**src/rtl/serial_load_ctrl.sv**
```systemverilog
// Serial-to-parallel frame loader for a downstream counter's parallel load port.
// Define SERIAL_PARITY_CHECK_EN to add a 9th even-parity bit with an err pulse on mismatch.
module serial_load_ctrl #(
  parameter bit MSB_FIRST = 1'b1
) (
  input  logic       clk,
  input  logic       reset,
  input  logic       start,
  input  logic       sdata,
  input  logic       abort,
  output logic [7:0] data_out,
  output logic       load,
  output logic       busy,
  output logic       err
);

`ifdef SERIAL_PARITY_CHECK_EN
  typedef enum logic [1:0] {
    IDLE   = 2'd0,
    SHIFT  = 2'd1,
    PARITY = 2'd2,
    LOAD   = 2'd3
  } state_t;
`else
  typedef enum logic [1:0] {
    IDLE  = 2'd0,
    SHIFT = 2'd1,
    LOAD  = 2'd3
  } state_t;
`endif

  state_t     state_reg;
  logic [2:0] bit_cnt_reg;
  logic [7:0] shift_reg;
  logic [7:0] shift_next;
  logic [7:0] data_out_reg;
  logic       load_reg;
  logic       err_reg;

  // Serial input always lands in the end the first bit walks away from.
  always_comb begin
    shift_next = shift_reg;
    if (MSB_FIRST)
      shift_next = {shift_reg[6:0], sdata};
    else
      shift_next = {sdata, shift_reg[7:1]};
  end

  always_ff @(posedge clk or posedge reset) begin
    if (reset) begin
      state_reg    <= IDLE;
      bit_cnt_reg  <= 3'd0;
      shift_reg    <= 8'h00;
      data_out_reg <= 8'h00;
      load_reg     <= 1'b0;
      err_reg      <= 1'b0;
    end else begin
      load_reg <= 1'b0;
      err_reg  <= 1'b0;
      case (state_reg)
        IDLE: begin
          if (start) begin
            state_reg   <= SHIFT;
            bit_cnt_reg <= 3'd0;
            shift_reg   <= 8'h00;
          end
        end
        SHIFT: begin
          // Abort wins over completing the last sample on the same edge.
          if (abort) begin
            state_reg <= IDLE;
          end else begin
            shift_reg   <= shift_next;
            bit_cnt_reg <= bit_cnt_reg + 3'd1;
            if (bit_cnt_reg == 3'd7) begin
`ifdef SERIAL_PARITY_CHECK_EN
              state_reg <= PARITY;
`else
              state_reg    <= LOAD;
              data_out_reg <= shift_next;
              load_reg     <= 1'b1;
`endif
            end
          end
        end
`ifdef SERIAL_PARITY_CHECK_EN
        PARITY: begin
          if (abort) begin
            state_reg <= IDLE;
          end else if ((^shift_reg) == sdata) begin
            state_reg    <= LOAD;
            data_out_reg <= shift_reg;
            load_reg     <= 1'b1;
          end else begin
            state_reg <= IDLE;
            err_reg   <= 1'b1;
          end
        end
`endif
        LOAD: begin
          state_reg <= IDLE;
        end
        default: begin
          state_reg <= IDLE;
        end
      endcase
    end
  end

  assign data_out = data_out_reg;
  assign load     = load_reg;
  assign err      = err_reg;
  assign busy     = (state_reg != IDLE);

endmodule

```
**config.mk**
```make
export PLATFORM = sky130hd
export DESIGN_NAME = serial_load_ctrl
export DESIGN_NICKNAME = d
export VERILOG_FILES = /design/src/rtl/serial_load_ctrl.sv
export SDC_FILE = /design/constraint.sdc
export NUM_CORES = 1
export LEC_CHECK = 0
export BUFFER_PORTS_ARGS = -buffer_cell sky130_fd_sc_hd__buf_2
export CAP_MARGIN = 10
export CORE_ASPECT_RATIO = 0.7
export CORE_MARGIN = 1.5
export CORE_UTILIZATION = 45
export CTS_CLUSTER_DIAMETER = 200
export DETAILED_ROUTE_END_ITERATION = 8
export GPL_TIMING_DRIVEN = 0
export PLACE_DENSITY = 0.66
export REMOVE_ABC_BUFFERS = 1
export SLEW_MARGIN = 30
export SYNTH_ARGS = -nofsm -noshare
export SYNTH_HDL_FRONTEND = slang
export SYNTH_SLANG_ARGS = --single-unit
```
**constraint.sdc**
```tcl
create_clock -name clk -period 1.97 [get_ports clk]
set_clock_uncertainty 0.15 [all_clocks]
set_input_delay 0.394 -clock clk [delete_from_list [all_inputs] [get_ports clk]]
set_output_delay 0.394 -clock clk [all_outputs]
set_load 0.05 [all_outputs]
```
==> impl_metrics.json <==
{
  "status": "finished, final reports clean",
  "wl_per_cell_um": 13.04,
  "power_switching_w": 0.0002677,
  "crit_type": "register to primary output",
  "dpl_cell_area_sq_um": 1079,
  "grt_overflow": 0,
  "combPwrFrac_pct": 18.0,
  "drc": 0,
  "synth_flop_cell": "dfrtp_1",
  "drtIter0Drc": 21,
  "start_util_pct": 47.13,
  "core-area_sq_um": 2137,
  "cts-root-buf": "clkbuf_4",
  "synth_area_leaders": "dfrtp_1, mux2_4, o221ai_1",
  "critical_path.max_fanout": 24,
  "stdcell_count": 131,
  "die-area_sq_um": 2535,
  "clock_path_buffers": 2,
  "power_frac_seq_pct": 58.3,
  "clock-sinks": 21,
  "rsz0062_at_grt": "false",
  "cp.required_ns": 1.43,
  "async_reset_ff_share_pct": 100.0,
  "grt_pass1_vias": 629,
  "yosysUniqueCellTypes": 18,
  "gp_congestion": 0.7572,
  "h-tree-depth": 1,
  "min_period_ns": 1.875,
  "syn_area_per_cell_sq_um": 11.45,
  "seq_area_frac_synth_pct": 52.17,
  "worstSetupEndpointType": "primary output",
  "io_pins": 16,
  "clkPwrFrac_pct": 23.7,
  "dp_cells": 127,
  "nNetsFinal": 107,
  "die_w_um": 59.55,
  "synth_top_area_share_pct": 52.17,
  "max_freq_ghz": 0.5334,
  "routed_via_density": 5.137,
  "synth_edf_count": 0,
  "syn_inst": 88,
  "portBuffers": 14,
  "hold_viol": 0,
  "ant_nets": 0,
  "final.setup.worst_slack_ns": 0.09507,
  "period_share_pct": 95.17,
  "slew_headroom_pct": 48.97,
  "max-vdd-ir-drop_uv": 405.7,
  "cts_resized": 2,
  "area_growth_pct": 9.814,
  "ys_warn_count": 0,
  "grt_pass1_wl_um": 2960,
  "post-synth-top-count-cell": "dfrtp_1",
  "postCtsSetupBuffers": 0,
  "worstMarginPinSlew_ns": 0.7646,
  "setup_violations": 0,
  "max_cap_violations": 0,
  "whs_ns": 0.06043,
  "leakage_nw": 0.5265,
  "die_y_um": 42.58,
  "synthesis.area_sq_um": 1007,
  "synth-seq-cells": 21,
  "synthTopCellsByCount": "dfrtp_1, inv_1, nand3_1, o221ai_1, mux2_4",
  "dp_slack_ns": -0.1106,
  "placementRows": 14,
  "synth_top_area_cell": "dfrtp_1",
  "numCtsBuffers": 3,
  "cts_tree": "done",
  "clock_latency_ns": 0.30,
  "switching_share_pct": 30.81,
  "dr_total_vias": 673,
  "final_area_sq_um": 1106,
  "p_int_w": 0.0006012,
  "grtUsageTotal_pct": 16.00,
  "firstDrtPassIters": 4,
  "hold_path.class": "primary input to async pin",
  "arrival_ns": 1.33,
  "power.density_nw_per_um2": 785.6,
  "diodes": 0,
  "clk_pin_slew_ns": 0.11,
  "startpoint_type": "register",
  "routed_wl_um": 1708,
  "drive_gt1_share_pct": 29.29,
  "grt_max_degree": 25,
  "maxSlewViolCount": 0,
  "dpl.hpwl_um": 1165,
  "cts-hold-fix-buffers": 0,
  "antenna_found_initial": 0,
  "largest_register_ffs": 8
}
==> power by group through the flow <==
stage	Clock, W	Sequential [W]	Combinational, W
floorplan	0	0.000527	0.000102
global placement	0	0.000512	0.000152
detailed placement	0	0.000514	0.000159
CTS	0.000212	0.000506	0.000159
global route	0.000229	0.000514	0.000173
finish	0.000206	0.000507	0.000156
==> metal layers <==
layer	routed length [um]	vias up	share of wire, %	global-route usage, %
met5	0	-	0	0
met4	36	0	2.1	6.667
met2	771	15	45	22.64
met3	69	7	4.0	5.556
met1	831	324	49	22.22
li1	-	327	-	-
==> stage by stage <==
stage	setup TNS (ns)	util, %	total power [W]
floorplan	0	-	0.0006290
global placement	-0.7204	50.47	0.0006640
detailed placement	-0.8558	50.47	0.0006732
CTS	0	51.76	0.0008776
global route	0	51.76	0.0009164
finish	0	51.76	0.0008689
==> final cells by class <==
class / count / area, sq um
timing repair buffer: 14 / 70.07
sequential: 21 / 526.8
clock buffer: 4 / 26.28
multi-input combinational: 49 / 401.6
inverter: 11 / 41.29
tap: 32 / 40.04
fill: 211 / 1031
==> cells in the final DEF, fill, tap and decap left out, types with 2 or more instances in the layout <==
cell      instances
nand2_1           7
inv_1            11
nand3_1          10
nand2b_2          2
clkbuf_4          3
or2_1             2
ha_1              2
dfrtp_1          20
buf_2            14
mux2_4            8
nand2b_1          3
o221ai_1         10
==> worst max-delay path, stage by stage (launching register included) <==
cell and delay, ns:
dfrtp_2 0.57, or2_1 0.26, buf_2 0.21
==> logic make-up (layout without fill, tap and decap cells) <==
family	Yosys count	in the layout	synth area share, %
simple gates	26	26	14.91
flops	21	21	52.17
buf+inv	18	29	7.950
compound gates	12	12	10.19
mux	8	8	11.93
fa+ha+maj	2	2	2.484
other cells	1	1	0.3723
==> worst paths after layout <==
path / start / endpoint / slack, ns / cells past startpoint
max in group asynchronous: reset / state_reg[0]$_DFFE_PP0P_ / 1.09 / 2
hold / removal: reset / data_out[4]$_DFFE_PP0P_ / 0.06 / 2
hold reg to reg: data_out[2]$_DFFE_PP0P_ / data_out[2]$_DFFE_PP0P_ / 0.37 / 1
setup reg to reg: bit_cnt_reg[0]$_DFFE_PP0P_ / data_out[1]$_DFFE_PP0P_ / 0.20 / 4
setup / recovery: state_reg[0]$_DFFE_PP0P_ / busy / 0.1 / 2
min in group clk: sdata / data_out[0]$_DFFE_PP0P_ / 0.18 / 2
(Power assumes the default switching activity.)
